**config.mk**
```make
export PLATFORM = sky130hd
export DESIGN_NAME = sim_controller
export DESIGN_NICKNAME = d
export VERILOG_FILES = /design/src/rtl/sim_ctrl_pkg.sv /design/src/rtl/reg_dump_seq.sv /design/src/rtl/sim_controller.sv
export SDC_FILE = /design/constraint.sdc
export NUM_CORES = 1
export LEC_CHECK = 0
export CAP_MARGIN = 5
export CORE_ASPECT_RATIO = 0.6
export CORE_UTILIZATION = 46
export DETAILED_ROUTE_END_ITERATION = 10
export PLACE_DENSITY = 0.89
export SLEW_MARGIN = 40
export SYNTH_ARGS = -nofsm -noshare
export SYNTH_HDL_FRONTEND = slang
export SYNTH_SLANG_ARGS = --single-unit
```
**constraint.sdc**
```tcl
create_clock -name clk -period 2.1 [get_ports clk]
set_input_delay 0.63 -clock clk [delete_from_list [all_inputs] [get_ports clk]]
set_output_delay 0.63 -clock clk [all_outputs]
set_load 0.02 [all_outputs]
```
**src/rtl/sim_ctrl_pkg.sv**
```systemverilog
// sim_ctrl_pkg: shared FSM state encoding and default simulation-control constants.
package sim_ctrl_pkg;
  typedef enum logic [2:0] {HOLD, RUN, DUMP_RD, DUMP_TX, DONE} state_t;
  localparam int DEF_RST_CYCLES = 2;
  localparam int DEF_MAX_CYCLES = 200;
  localparam logic [31:0] DEF_TOHOST_ADDR = 32'h0000_0FFC;
endpackage

```
**src/rtl/reg_dump_seq.sv**
```systemverilog
// reg_dump_seq: walks the register file once, one valid/ready beat per register.
module reg_dump_seq
  import sim_ctrl_pkg::*;
#(
  parameter int XLEN  = 32,
  parameter int NREGS = 32,
  parameter int RA_W  = $clog2(NREGS)
) (
  input  logic            clk,
  input  logic            rst,
  input  logic            start,
  output logic [RA_W-1:0] rf_raddr,
  input  logic [XLEN-1:0] rf_rdata,
  output logic            dump_valid,
  input  logic            dump_ready,
  output logic [RA_W-1:0] dump_idx,
  output logic [XLEN-1:0] dump_data,
  output logic            fin
);
  state_t ds, ds_nx;
  logic [RA_W-1:0] idx;
  logic last;
  assign last = idx == RA_W'(NREGS - 1);
  assign rf_raddr = idx;
  assign fin = ds == DUMP_TX && dump_ready && last;
  // HOLD doubles as the idle state of this sequencer
  always_comb begin
    ds_nx = start ? DUMP_RD
          : ds == DUMP_RD ? DUMP_TX
          : (ds == DUMP_TX && dump_ready) ? (last ? HOLD : DUMP_RD)
          : ds;
  end
  always_ff @(posedge clk or negedge rst) begin
    if (!rst) begin
      ds         <= HOLD;
      idx        <= '0;
      dump_valid <= 1'b0;
      dump_idx   <= '0;
      dump_data  <= '0;
    end else begin
      ds <= ds_nx;
      if (start) idx <= '0;
      if (ds == DUMP_RD) begin
        dump_data  <= rf_rdata;
        dump_idx   <= idx;
        dump_valid <= 1'b1;
      end
      if (ds == DUMP_TX && dump_ready) begin
        dump_valid <= 1'b0;
        if (!last) idx <= idx + 1'b1;
      end
    end
  end
endmodule

```
**src/rtl/sim_controller.sv**
```systemverilog
// sim_controller: holds the core in reset, watches for the tohost store or a
// timeout, then halts the core and dumps its register file.
module sim_controller
  import sim_ctrl_pkg::*;
#(
  parameter int XLEN = 32,
  parameter int NREGS = 32,
  parameter int RST_CYCLES = DEF_RST_CYCLES,
  parameter int MAX_CYCLES = DEF_MAX_CYCLES,
  parameter logic [XLEN-1:0] TOHOST_ADDR = XLEN'(DEF_TOHOST_ADDR),
  localparam int RA_W = $clog2(NREGS)
) (
  input  logic            clk,
  input  logic            rst,
  output logic            core_rst,
  output logic            core_halt,
  input  logic            mem_we,
  input  logic [XLEN-1:0] mem_addr,
  input  logic [XLEN-1:0] mem_wdata,
  output logic [RA_W-1:0] rf_raddr,
  input  logic [XLEN-1:0] rf_rdata,
  output logic            dump_valid,
  input  logic            dump_ready,
  output logic [RA_W-1:0] dump_idx,
  output logic [XLEN-1:0] dump_data,
  output logic            done,
  output logic            pass,
  output logic            timeout,
  output logic [XLEN-1:0] exit_code,
  output logic [31:0]     cycle_count
);
  state_t state, state_nx;
  logic [31:0] hold_cnt;
  logic store, expire, fin;
  assign store  = state == RUN && mem_we && mem_addr == TOHOST_ADDR;
  assign expire = state == RUN && MAX_CYCLES != 0 && cycle_count == 32'(MAX_CYCLES - 1) && !store;
  assign core_rst  = state == HOLD;
  assign core_halt = state == DUMP_RD || state == DONE;
  assign done      = state == DONE;
  // DUMP_RD here spans the whole dump; the sequencer owns the RD/TX split
  always_comb begin
    state_nx = state == HOLD ? (hold_cnt == 32'(RST_CYCLES - 1) ? RUN : HOLD)
             : state == RUN ? ((store || expire) ? DUMP_RD : RUN)
             : state == DUMP_RD ? (fin ? DONE : DUMP_RD)
             : state;
  end
  always_ff @(posedge clk or negedge rst) begin
    if (!rst) begin
      state       <= HOLD;
      hold_cnt    <= '0;
      exit_code   <= '0;
      pass        <= 1'b0;
      timeout     <= 1'b0;
      cycle_count <= '0;
    end else begin
      state <= state_nx;
      if (state == HOLD) hold_cnt <= hold_cnt + 32'd1;
      if (state == RUN && !store && !expire) cycle_count <= cycle_count + 32'd1;
      if (store) begin
        exit_code <= mem_wdata;
        pass      <= mem_wdata == XLEN'(1);
      end
      if (expire) begin
        timeout <= 1'b1;
        pass    <= 1'b0;
      end
    end
  end
  reg_dump_seq #(.XLEN(XLEN), .NREGS(NREGS), .RA_W(RA_W)) u_dump (
    .clk        (clk),
    .rst        (rst),
    .start      (store || expire),
    .rf_raddr   (rf_raddr),
    .rf_rdata   (rf_rdata),
    .dump_valid (dump_valid),
    .dump_ready (dump_ready),
    .dump_idx   (dump_idx),
    .dump_data  (dump_data),
    .fin        (fin)
  );
endmodule
```
==> summary.md <==
| Metric | Value |
|---|---|
| Max_cap viols | 0 |
| Clk sinks | 146 |
| Root buffer cell | clkbuf_16 |
| Flops & latches, synth | 146 |
| Clock transition at path regs | 0.06 ns |
| Total track usage | 0.305 |
| Area leader, netlist | dfrtp_1 |
| Pre-antenna DRT Iters | 4 |
| Worst slew margin | 0.643 |
| Fin cells | 989 |
| Cell count after placement | 936 |
| Vias in the first global route | 5851 |
| Arrival time at the worst endpoint | 2.59 ns |
| Worst Hold Class | in -> async |
| CP Capture Type | register |
| Top Ports | 212 |
| RSZ-0062 raised after global routing | true |
| Initial antenna violation count | 1 |
| Required time worst endpoint | 2.40 ns |
| Die area | 14300 um^2 |
| Largest net degree at the start of global routing | 51 |
| Syn_nets | 614 |
| Final Hold Fails | 0 |
| Final period util | 1.09 |
| DR vias | 5487 |
| Async S/R FF share, synth | 1.00 |
| Post-CTS Hold Fix Bufs | 0 |
| Skew-Pair Late Insertion Delay | 0.42 ns |
| GP Congestion | 0.876 |
| # setup viols final | 57 |
| Finished Core Util | 0.795 |
| Pwr dens | 617 nW/um^2 |
| DRC Markers | 0 |
| Synth area leaders | dfrtp_1 58%, mux2_2 12%, xnor2_1 5.7% |
| Critical path type | reg -> reg |
| Post-placement setup slack | -0.775 ns |
| Pleak | 4.76 nW |
| Register area share after synthesis | 0.577 |
| Detailed router's first-iteration violation count | 275 |
| CTS H-tree depth | 4 |
| Rows | 32 |
| Maximum vdd drop | 651 uV |
| Core footprint | 13100 um^2 |
| Chip height | 92.9 um |
| Vias per Instance | 5.55 |
| Top cell type's share of synthesized area | 0.577 |
| First-pass GRT wire length | 32.8 mm |
| IO Port Bufs | 211 |
| Final HPWL DP | 13.4 mm |
| Initial Utilization | 0.483 |
| Nets | 911 |
| Worst Path Max Fanout | 5 |
| Primary FF master, synth | dfrtp_1 |
| Synthesized area | 6340 um^2 |
| DRT antenna net count | 0 |
| Final WL | 21.3 mm |
| Minimum hold slack | 0.169 ns |
| Top-count cell post-synth | dfrtp_1 |
| Layout area overhead | 64.7% |
| Die Width | 154 um |
| Tmin final | 2.29 ns |
| Max Clock Freq | 437 MHz |
| Worst-margin pin slew | 0.535 ns |
| Number of synthesized flops with an enable pin | 0 |
| Skew final | 0.0105 ns |
| DR WL/cell | 21.5 um |
| Post-synth cell types | 41 |
| Final setup margin | -0.188 ns |
| Total global routing overflow | 0 |
| Commonest cells post-synth | 146 x dfrtp_1, 70 x mux2_2, 41 x xnor2_1, 35 x nand2_1, 27 x nand4_1 |
| Share of layout cells above drive strength 1 | 0.290 |
| Crit start category | register |
| Mean post-synth cell area | 12.5 um^2 |
| Final setup TNS | -7.00 ns |
| Failing checks | negative setup slack |
| Yosys Warn Count | 0 |
| Max Slew Vio Count | 0 |
| CTS Buf Count | 17 |
| Outcome | finished, violations left |
| Reg2Reg Setup Slack | -0.19 ns |
| TritonCTS clock tree | yes |
| Cells after synthesis | 509 |
| Max clock buf depth | 2 |
[routing by layer]
layer | part of all wire | global-route usage | vias to the layer above
met2 | 0.49 | 0.518 | 267
li1 | - | - | 2421
met5 | 0 | 0 | -
met3 | 0.077 | 0.0796 | 49
met4 | 0.026 | 0.118 | 0
met1 | 0.40 | 0.375 | 2750
[cell usage in the layout (no fill, tap or decap), drive strengths merged, types with 2 or more instances in the layout]
cell type | synthesis | layout
a21o | 2 | 2
a21oi | 2 | 2
a22o | 3 | 3
a31oi | 2 | 2
and2 | 4 | 4
and3 | 12 | 12
and4 | 4 | 4
buf | 16 | 88
bufinv | 0 | 5
clkbuf | 1 | 18
clkdlybuf4s15 | 0 | 8
clkdlybuf4s50 | 0 | 139
clkinv | 0 | 4
clkinvlp | 0 | 3
dfrtp | 146 | 146
dlygate4sd2 | 0 | 58
dlymetal6s2s | 0 | 2
ha | 5 | 5
inv | 5 | 6
mux2 | 70 | 70
nand2 | 35 | 35
nand2b | 2 | 2
nand3 | 21 | 21
nand4 | 28 | 28
nor2 | 30 | 30
nor2b | 2 | 2
nor3 | 16 | 16
nor3b | 3 | 3
nor4 | 22 | 22
nor4b | 5 | 5
o21ai | 3 | 3
or3 | 4 | 4
xnor2 | 41 | 41
xor2 | 22 | 22
[worst max-delay path, stage by stage (launching register included)]
cell	delay (ns)
dfrtp_2	0.45
nor3b_4	0.32
nand4_1	0.26
nor3_4	0.28
buf_6	0.15
buf_8	0.12
buf_8	0.13
buf_16	0.14
nor3_4	0.05
mux2_4	0.28
[sequential cells by signal, indices dropped and copies added, names as in the netlist, 2 cells and up]
register / flops
cycle_count: 32
exit_code: 32
hold_cnt: 32
state: 3
u_dump.ds: 2
u_dump.dump_data: 32
u_dump.dump_idx: 5
u_dump.rf_raddr: 5
[worst paths after layout]
kind	from	end	cells after the start
worst max-delay path	state[1]	u_dump.rf_raddr[0]	9
worst min-delay path	rst	hold_cnt[10]	1
worst max register to register	state[1]	u_dump.rf_raddr[0]	9
worst min register to register	hold_cnt[23]	hold_cnt[23]	1
max in group asynchronous	rst	exit_code[0]	2
min in group clk	hold_cnt[23]	hold_cnt[23]	1
[per-stage QoR]
step / area (um^2) / total power, mW
after floorplan: 6370 / 2.88
after global placement: 9140 / 3.15
after detailed placement: 9140 / 3.15
after CTS: 10200 / 6.42
after global routing: 10400 / 6.59
final: 10400 / 6.44
[layout make-up]
cell class	count	area [um^2]
inverter	5	21.3
sequential	146	3650
timing repair buffer	295	2940
multi-input combinational	341	2970
fill	708	2700
clock buffer	18	429
antenna	1	2.50
tap	170	213
clock inverter	13	209
[kinds of logic after synthesis]
kind of cell,Yosys count,share of synthesized area
multiplexers,70,0.124
buffers and inverters,22,0.0188
flip-flops,146,0.577
AO/OA/AOI/OAI,14,0.0148
AND/OR/NAND/NOR,189,0.169
adder cells (fa/ha/maj),5,0.00987
XOR/XNOR,63,0.0871
[where the power goes]
part           internal [mW]  switching, mW  total [mW]
Clock                   2.11           1.24        3.34
Sequential              2.81      0.0000787        2.81
Combinational          0.168          0.112       0.279
[timing repair]
action,CTS,global route
buffers inserted,12,7
pin swaps,17,32
gates resized for setup,150,47
gates cloned,7,0
setup endpoints to repair,111,85
Note: power is estimated with default switching activity, not from simulation.
